### src/rtl/branch_restore_ctrl_pkg.sv
// -----------------------------------------------------------------------------
// branch_restore_ctrl_pkg
// Shared types for the branch restore controller and the branch checkpoint
// buffer (bcb) it reads from.
//   BCB_idx_t      : checkpoint tag allocated at prediction time
//   BTB_info_t     : BTB state saved in a checkpoint, replayed to the predictor
//   BRU_resolve_t  : one backend branch resolution (default PC width)
// -----------------------------------------------------------------------------
package branch_restore_ctrl_pkg;

   localparam int BCB_ENTRIES              = 8;
   localparam int BCB_IDX_W                = $clog2(BCB_ENTRIES);
   localparam int BRU_PC_WIDTH             = 32;
   localparam int BRU_RESOLVE_FIFO_ENTRIES = 4;

   typedef logic [BCB_IDX_W-1:0] BCB_idx_t;

   typedef struct packed {
      logic [BRU_PC_WIDTH-1:0] target_PC;
      logic [1:0]              bht_ctr;
      logic                    is_call;
      logic                    is_ret;
   } BTB_info_t;

   typedef struct packed {
      BCB_idx_t                bcb_index;
      logic                    mispredict;
      logic                    taken;
      logic [BRU_PC_WIDTH-1:0] target_PC;
   } BRU_resolve_t;

endpackage

### src/rtl/branch_restore_ctrl_if.sv
// -----------------------------------------------------------------------------
// branch_restore_ctrl_if
// Bundles every non-clock signal of the restore controller:
//   resolve_*     : in-order branch resolutions from the backend (valid/ready)
//   restore_bcb_* : asynchronous read port into bcb
//   update_*      : predictor-update record (valid/ready)
//   fe_redirect_* : one-cycle front-end redirect pulse
//   flush_valid   : external flush (exception)
// modport slave  : the controller
// modport master : backend / bcb / predictor / front-end side
// -----------------------------------------------------------------------------
interface branch_restore_ctrl_if
   import branch_restore_ctrl_pkg::*;
#(
   parameter int PC_WIDTH = BRU_PC_WIDTH
) ();

   logic                resolve_valid;
   logic                resolve_ready;
   BCB_idx_t            resolve_bcb_index;
   logic                resolve_mispredict;
   logic                resolve_taken;
   logic [PC_WIDTH-1:0] resolve_target_PC;

   BCB_idx_t            restore_bcb_index;
   BTB_info_t           restore_bcb_info;

   logic                update_valid;
   logic                update_ready;
   BTB_info_t           update_info;
   logic                update_taken;
   logic                update_mispredict;

   logic                fe_redirect_valid;
   logic [PC_WIDTH-1:0] fe_redirect_PC;
   BCB_idx_t            fe_redirect_bcb_index;

   logic                flush_valid;

   modport slave (
      input  resolve_valid, resolve_bcb_index, resolve_mispredict,
             resolve_taken, resolve_target_PC, restore_bcb_info,
             update_ready, flush_valid,
      output resolve_ready, restore_bcb_index, update_valid, update_info,
             update_taken, update_mispredict, fe_redirect_valid,
             fe_redirect_PC, fe_redirect_bcb_index
   );

   modport master (
      output resolve_valid, resolve_bcb_index, resolve_mispredict,
             resolve_taken, resolve_target_PC, restore_bcb_info,
             update_ready, flush_valid,
      input  resolve_ready, restore_bcb_index, update_valid, update_info,
             update_taken, update_mispredict, fe_redirect_valid,
             fe_redirect_PC, fe_redirect_bcb_index
   );

endinterface

### src/rtl/branch_restore_ctrl_distram.sv
// -----------------------------------------------------------------------------
// distram_1rport_1wport
// Distributed RAM: one synchronous write port, one asynchronous read port.
// Contents are not reset; the owner tracks which entries are valid.
//   i_clk   : clock
//   i_we    : write enable
//   i_waddr : write address
//   i_wdata : write data
//   i_raddr : read address
//   o_rdata : read data (combinational)
// -----------------------------------------------------------------------------
module distram_1rport_1wport #(
   parameter  int WIDTH = 8,
   parameter  int DEPTH = 4,
   localparam int AW    = (DEPTH > 1) ? $clog2(DEPTH) : 1
) (
   input  logic             i_clk,
   input  logic             i_we,
   input  logic [AW-1:0]    i_waddr,
   input  logic [WIDTH-1:0] i_wdata,
   input  logic [AW-1:0]    i_raddr,
   output logic [WIDTH-1:0] o_rdata
);

   logic [WIDTH-1:0] r_mem [DEPTH];

   always_ff @(posedge i_clk) begin
      if (i_we) begin
         r_mem[i_waddr] <= i_wdata;
      end
   end

   assign o_rdata = r_mem[i_raddr];

endmodule

### src/rtl/branch_restore_ctrl.sv
// -----------------------------------------------------------------------------
// branch_restore_ctrl
// Queues in-order branch resolutions, reads each one's checkpoint back out of
// bcb at the FIFO head, and emits a predictor-update record. A mispredict at
// the head also produces a one-cycle front-end redirect and squashes every
// younger (wrong-path) resolution.
//   CLK  : clock
//   nRST : asynchronous active-low reset
//   bus  : branch_restore_ctrl_if.slave (resolve, bcb read, update, redirect,
//          flush)
// -----------------------------------------------------------------------------
module branch_restore_ctrl
   import branch_restore_ctrl_pkg::*;
#(
   parameter int RESOLVE_FIFO_ENTRIES = BRU_RESOLVE_FIFO_ENTRIES,
   parameter int PC_WIDTH             = BRU_PC_WIDTH
) (
   input  logic                  CLK,
   input  logic                  nRST,
   branch_restore_ctrl_if.slave  bus
);

   localparam int N     = RESOLVE_FIFO_ENTRIES;
   localparam int PTR_W = (N > 1) ? $clog2(N) : 1;

   // FIFO entry: BRU_resolve_t layout at this instance's PC width
   typedef struct packed {
      BCB_idx_t            bcb_index;
      logic                mispredict;
      logic                taken;
      logic [PC_WIDTH-1:0] target_PC;
   } resolve_entry_t;

   logic [PTR_W-1:0]    r_head;
   logic [PTR_W-1:0]    r_tail;
   logic                r_head_wrap;
   logic                r_tail_wrap;

   logic                r_upd_valid;
   BTB_info_t           r_upd_info;
   logic                r_upd_taken;
   logic                r_upd_mispredict;

   logic                r_redir_valid;
   logic [PC_WIDTH-1:0] r_redir_pc;
   BCB_idx_t            r_redir_idx;

   logic                w_empty;
   logic                w_full;
   logic                w_pop;
   logic                w_pop_mp;
   logic                w_enq;
   logic [PTR_W:0]      w_head_inc;
   logic [PTR_W:0]      w_tail_inc;
   resolve_entry_t      w_wr_entry;
   resolve_entry_t      w_head_entry;

   // Returns {wrap, ptr}; wraps explicitly at N-1 so non-power-of-2 depths work
   function automatic logic [PTR_W:0] f_ptr_inc(input logic [PTR_W-1:0] ptr,
                                                input logic             wrap);
      if (ptr == PTR_W'(N - 1)) begin
         return {~wrap, {PTR_W{1'b0}}};
      end
      return {wrap, ptr + 1'b1};
   endfunction

   assign w_head_inc = f_ptr_inc(r_head, r_head_wrap);
   assign w_tail_inc = f_ptr_inc(r_tail, r_tail_wrap);

   assign w_empty = (r_head == r_tail) && (r_head_wrap == r_tail_wrap);
   assign w_full  = (r_head == r_tail) && (r_head_wrap != r_tail_wrap);

   // Flush beats everything: nothing pops or enqueues in a flush cycle
   assign w_pop    = ~w_empty & (~r_upd_valid | bus.update_ready) & ~bus.flush_valid;
   assign w_pop_mp = w_pop & w_head_entry.mispredict;
   // A resolution arriving alongside a mispredict pop is younger, hence wrong-path
   assign w_enq    = bus.resolve_valid & ~w_full & ~w_pop_mp & ~bus.flush_valid;

   assign w_wr_entry.bcb_index  = bus.resolve_bcb_index;
   assign w_wr_entry.mispredict = bus.resolve_mispredict;
   assign w_wr_entry.taken      = bus.resolve_taken;
   assign w_wr_entry.target_PC  = bus.resolve_target_PC;

   distram_1rport_1wport #(
      .WIDTH ($bits(resolve_entry_t)),
      .DEPTH (N)
   ) u_fifo (
      .i_clk   (CLK),
      .i_we    (w_enq),
      .i_waddr (r_tail),
      .i_wdata (w_wr_entry),
      .i_raddr (r_head),
      .o_rdata (w_head_entry)
   );

   // Forced to 0 when empty so the read index is clean out of reset
   assign bus.restore_bcb_index = w_empty ? '0 : w_head_entry.bcb_index;
   assign bus.resolve_ready     = ~w_full;

   always_ff @(posedge CLK or negedge nRST) begin
      if (!nRST) begin
         r_head      <= '0;
         r_tail      <= '0;
         r_head_wrap <= 1'b0;
         r_tail_wrap <= 1'b0;
      end else if (bus.flush_valid) begin
         r_tail      <= r_head;
         r_tail_wrap <= r_head_wrap;
      end else begin
         if (w_pop) begin
            {r_head_wrap, r_head} <= w_head_inc;
         end
         // Mispredict: tail lands on the new head, discarding younger entries
         if (w_pop_mp) begin
            {r_tail_wrap, r_tail} <= w_head_inc;
         end else if (w_enq) begin
            {r_tail_wrap, r_tail} <= w_tail_inc;
         end
      end
   end

   always_ff @(posedge CLK or negedge nRST) begin
      if (!nRST) begin
         r_upd_valid      <= 1'b0;
         r_upd_info       <= '0;
         r_upd_taken      <= 1'b0;
         r_upd_mispredict <= 1'b0;
         r_redir_valid    <= 1'b0;
         r_redir_pc       <= '0;
         r_redir_idx      <= '0;
      end else if (bus.flush_valid) begin
         r_upd_valid   <= 1'b0;
         r_redir_valid <= 1'b0;
      end else begin
         if (w_pop) begin
            r_upd_valid      <= 1'b1;
            r_upd_info       <= bus.restore_bcb_info;
            r_upd_taken      <= w_head_entry.taken;
            r_upd_mispredict <= w_head_entry.mispredict;
         end else if (bus.update_ready) begin
            r_upd_valid <= 1'b0;
         end
         r_redir_valid <= w_pop_mp;
         if (w_pop_mp) begin
            r_redir_pc  <= w_head_entry.target_PC;
            r_redir_idx <= w_head_entry.bcb_index;
         end
      end
   end

   assign bus.update_valid          = r_upd_valid;
   assign bus.update_info           = r_upd_info;
   assign bus.update_taken          = r_upd_taken;
   assign bus.update_mispredict     = r_upd_mispredict;
   assign bus.fe_redirect_valid     = r_redir_valid;
   assign bus.fe_redirect_PC        = r_redir_pc;
   assign bus.fe_redirect_bcb_index = r_redir_idx;

endmodule

### src/flat_wrapper.sv
// flat-port wrapper written by rule: the top's interface ports become plain ports
module branch_restore_ctrl_flat import branch_restore_ctrl_pkg::*;
#(
   parameter int RESOLVE_FIFO_ENTRIES = BRU_RESOLVE_FIFO_ENTRIES,
   parameter int PC_WIDTH             = BRU_PC_WIDTH
)
  (CLK, nRST, bus_resolve_valid, bus_resolve_bcb_index, bus_resolve_mispredict, bus_resolve_taken, bus_resolve_target_PC, bus_restore_bcb_info, bus_update_ready, bus_flush_valid, bus_resolve_ready, bus_restore_bcb_index, bus_update_valid, bus_update_info, bus_update_taken, bus_update_mispredict, bus_fe_redirect_valid, bus_fe_redirect_PC, bus_fe_redirect_bcb_index);
  branch_restore_ctrl_if #(.PC_WIDTH(PC_WIDTH)) bus_i ();
  input  logic CLK;
  input  logic nRST;
  input wire logic [$bits(bus_i.resolve_valid)-1:0] bus_resolve_valid;
  input wire logic [$bits(bus_i.resolve_bcb_index)-1:0] bus_resolve_bcb_index;
  input wire logic [$bits(bus_i.resolve_mispredict)-1:0] bus_resolve_mispredict;
  input wire logic [$bits(bus_i.resolve_taken)-1:0] bus_resolve_taken;
  input wire logic [$bits(bus_i.resolve_target_PC)-1:0] bus_resolve_target_PC;
  input wire logic [$bits(bus_i.restore_bcb_info)-1:0] bus_restore_bcb_info;
  input wire logic [$bits(bus_i.update_ready)-1:0] bus_update_ready;
  input wire logic [$bits(bus_i.flush_valid)-1:0] bus_flush_valid;
  output wire logic [$bits(bus_i.resolve_ready)-1:0] bus_resolve_ready;
  output wire logic [$bits(bus_i.restore_bcb_index)-1:0] bus_restore_bcb_index;
  output wire logic [$bits(bus_i.update_valid)-1:0] bus_update_valid;
  output wire logic [$bits(bus_i.update_info)-1:0] bus_update_info;
  output wire logic [$bits(bus_i.update_taken)-1:0] bus_update_taken;
  output wire logic [$bits(bus_i.update_mispredict)-1:0] bus_update_mispredict;
  output wire logic [$bits(bus_i.fe_redirect_valid)-1:0] bus_fe_redirect_valid;
  output wire logic [$bits(bus_i.fe_redirect_PC)-1:0] bus_fe_redirect_PC;
  output wire logic [$bits(bus_i.fe_redirect_bcb_index)-1:0] bus_fe_redirect_bcb_index;
  assign bus_i.resolve_valid = bus_resolve_valid;
  assign bus_i.resolve_bcb_index = bus_resolve_bcb_index;
  assign bus_i.resolve_mispredict = bus_resolve_mispredict;
  assign bus_i.resolve_taken = bus_resolve_taken;
  assign bus_i.resolve_target_PC = bus_resolve_target_PC;
  assign bus_i.restore_bcb_info = bus_restore_bcb_info;
  assign bus_i.update_ready = bus_update_ready;
  assign bus_i.flush_valid = bus_flush_valid;
  assign bus_resolve_ready = bus_i.resolve_ready;
  assign bus_restore_bcb_index = bus_i.restore_bcb_index;
  assign bus_update_valid = bus_i.update_valid;
  assign bus_update_info = bus_i.update_info;
  assign bus_update_taken = bus_i.update_taken;
  assign bus_update_mispredict = bus_i.update_mispredict;
  assign bus_fe_redirect_valid = bus_i.fe_redirect_valid;
  assign bus_fe_redirect_PC = bus_i.fe_redirect_PC;
  assign bus_fe_redirect_bcb_index = bus_i.fe_redirect_bcb_index;
  branch_restore_ctrl #(.RESOLVE_FIFO_ENTRIES(RESOLVE_FIFO_ENTRIES), .PC_WIDTH(PC_WIDTH)) u_core (.CLK(CLK), .nRST(nRST), .bus(bus_i));
endmodule
### config.mk
export PLATFORM = sky130hd
export DESIGN_NAME = branch_restore_ctrl_flat
export DESIGN_NICKNAME = d
export VERILOG_FILES = /design/src/rtl/branch_restore_ctrl_pkg.sv /design/src/rtl/branch_restore_ctrl_if.sv /design/src/rtl/branch_restore_ctrl_distram.sv /design/src/rtl/branch_restore_ctrl.sv /design/src/flat_wrapper.sv
export SDC_FILE = /design/constraint.sdc
export NUM_CORES = 1
export LEC_CHECK = 0
export CORE_MARGIN = 1.5
export CORE_UTILIZATION = 56
export DETAILED_ROUTE_END_ITERATION = 12
export GPL_TIMING_DRIVEN = 0
export PLACE_DENSITY = 0.86
export SYNTH_ARGS = -nofsm -noshare
export SYNTH_HDL_FRONTEND = slang
export SYNTH_SLANG_ARGS = --single-unit
### constraint.sdc
create_clock -name CLK -period 11.75 [get_ports CLK]
set_clock_uncertainty 0.15 [all_clocks]
set_input_delay 2.9375 -clock CLK [delete_from_list [all_inputs] [get_ports CLK]]
set_output_delay 2.9375 -clock CLK [all_outputs]
set_load 0.05 [all_outputs]
==> metrics.txt <==
status finished, final reports clean; pwr dens between 300 and 400 nW/µm²; VDD IR-drop max around 0.19 mV; synth-to-layout area growth 32.6%; Worst Hold Class flop to flop; CTS tree yes; CP endpoint kind output port; fmax approximately 0.17 GHz; DRT iter0 DRCs ~230; drt wl/cell 21.3 µm; Die Y 128 µm; Crit Path Max Fanout 10; remaining antenna violation count after routing 0; hold buffers post-CTS 0; Crit Path Class flop to output port; max-slew violation count 0; Yosys reg bits about 230; slowest CP cell clkdlybuf4s50_1; H-tree lvl count 1; worst-margin pin slew approximately 0.86 ns; Critical Path, Cell by Cell buf_6 > buf_2 > mux4_2 > and2_1 > clkdlybuf4s50_1; Die ar. approximately 16,000 µm²; CP arrival just under 3 ns; post-synthesis average cell area approximately 21 µm²; commonest register cell after synthesis edfxtp_1; Place WS approximately 6.0 ns; clock sinks around 230; via count of the first global-routing pass around 5.1k; pin count of the biggest net entering global routing 56; Core ar. 15,300 µm²; Synth Net Count between 400 and 500; Mapped Cells slightly above 400; placer's final routability congestion estimate ~0.8; Final #Nets 705; Period minus WS final between 5 and 6 ns; Core Rows 45; Synth Warn # 0; Ports roughly 160; Fin. Hold Viols 0; number of CTS-inserted buffers 24; hpwl dp 12.5 mm; clk root buf clkbuf_16; DRC viols 0; share of cells above drive strength 1 a little under a third; Pre-antenna DRT Iters 4; Required @ worst endpoint approximately 8.7 ns; Post-synth ARST share 35.4%; via count ~4.7k; Max clock buf depth 3; antenna violations before repair 0; fin worst setup slack about 5.8 ns; mapped cell area ~8800 µm²; drt total wl 18.2 mm; GRT overflow 0; Die X ~130 µm; total track usage 22.7%; relative slew slack a little over two fifths; clock slew at reported path FFs approximately 0.06 ns; CP startpoint kind flop; setup bufs post-CTS 0; CP max stage delay 0.74 ns; Vias/cell approximately 5.5; placed instance count 807; FILL cells a little under 900; Post-CTS Resized 0; max-cap violations 0; Seq/Total Area, Yosys approximately three quarters; Antenna Diode Count 0; Buffers on Ports ~160; leak pwr between 4 and 5 nW; post-route clock period utilization roughly half; later-pin clock latency in the skew report ~0.5 ns; number of synthesized flops with an enable pin ~150; final cell count without fillers 851; first-pass GRT wire length around 28 mm; RSZ-0062 raised after global routing no; endpoints failing setup 0; Synth cell types 38; Initial Util around 58%
==> worst paths after layout <==
path                                       startpoint                                   to  slack (ns)  cells after the start
max                                  u_core.r_head[0]             bus_restore_bcb_index[0]        5.76                      5
min                        u_core.bus.update_info[30]           u_core.bus.update_info[30]        0.35                      1
max reg2reg                          u_core.r_head[0]            u_core.u_fifo.r_mem[0][5]        8.58                      7
min reg2reg                u_core.bus.update_info[30]           u_core.bus.update_info[30]        0.35                      1
max in group asynchronous                        nRST  u_core.bus.fe_redirect_bcb_index[1]        8.62                      2
min in group asynchronous                        nRST            u_core.bus.update_info[0]        2.22                      1
==> final cells by class <==
type                    count  area (µm²)  share of cell area [%]
clock buffers              38         767                    6.56
flip-flops and latches    229        6470                    55.4
well taps                 211         264                    2.26
plain buffers              19         124                    1.06
repair buffers            181        1780                    15.2
multi-input cells         163        2230                    19.1
inverters                   4        15.0                   0.128
clock inverters             6        33.8                   0.289
==> Yosys cell counts (2+ instances only) <==
master	instances	area share [%]
mux4_2	37	9.5
mux2_2	45	5.7
mux2_1	2	0.26
nand3_1	2	0.11
xnor2_1	3	0.30
mux2_4	27	4.6
nor4b_1	4	0.40
and2_1	4	0.28
xnor2_2	2	0.37
clkbuf_1	5	0.21
a2bb2oi_1	2	0.20
buf_6	4	0.51
buf_4	4	0.34
ha_1	5	0.71
nand2b_1	2	0.14
a31oi_1	3	0.21
xor2_1	3	0.30
edfxtp_1	148	50
inv_1	4	0.17
o311ai_0	2	0.20
dfrtp_1	81	23
buf_2	6	0.34
nor2_1	5	0.21
==> power breakdown <==
group	total (mW)	internal, mW	switching, mW
clock network	0.745	0.449	0.297
registers	1.18	1.07	0.107
logic	1.62	0.676	0.940
total	3.54	2.19	1.34
==> registers in the layout (all words and copies together) (netlist names) <==
signal / count
u_core.bus.update_info: 36
u_core.r_tail_wrap: 1
u_core.bus.update_taken: 1
u_core.r_tail: 2
u_core.bus.update_valid: 1
u_core.bus.fe_redirect_bcb_index: 3
u_core.u_fifo.r_mem: 148
u_core.bus.update_mispredict: 1
u_core.bus.fe_redirect_valid: 1
u_core.r_head_wrap: 1
u_core.r_head: 2
u_core.bus.fe_redirect_PC: 32
==> placed cells by master (no fill, tap or decap), drive strengths merged, types with 6 or more instances in the layout <==
cell type      netlist  final
clkdlybuf4s50        0    155
edfxtp             148    148
dfrtp               81     81
mux2                74     74
clkbuf               5     43
buf                 14     40
mux4                37     37
nor2                 6      6
==> cell families (layout without fill, tap and decap cells) <==
| logic type | count (synthesis) | count (layout) | share of synthesized area, % |
|---|---|---|---|
| DFF | 229 | 229 | 73.4 |
| muxes | 111 | 111 | 20.1 |
| and+or+nand+nor | 23 | 23 | 1.76 |
| buffers and inverters | 23 | 248 | 1.58 |
| AOI/OAI and AO/OA | 16 | 16 | 1.50 |
| xor gates and xnor gates | 8 | 8 | 0.965 |
| adders and majority gates | 5 | 5 | 0.710 |
==> metal layers <==
layer	vias to the layer above	share of wire, %	track usage [%]
met2	207	51	39.0
li1	2059	-	-
met3	32	8.2	6.03
met5	-	0	0
met1	2391	39	29.1
met4	0	1.7	5.88
==> critical path: cells and delay by family, from the launching register on <==
family	cells	cell delay [ns]
muxes	1	0.57
buffers and inverters	3	1.25
and+or+nand+nor	1	0.20
DFF	1	0.37
==> metrics by stage <==
stage          setup TNS (ns)  hold WS (ns)  utilization [%]  instance area [µm²]  power (mW)
2_1_floorplan               0         0.427                -                 8810        2.29
3_3_place_gp          -0.0195         0.338             69.7                10600        2.75
3_5_place_dp                0         0.344             71.3                10900        2.81
4_1_cts                     0         0.357             76.6                11700        3.57
5_1_grt                     0         0.368             76.6                11700        3.69
6_report                    0         0.354             76.6                11700        3.54
Note: power is estimated with default switching activity, not from simulation.
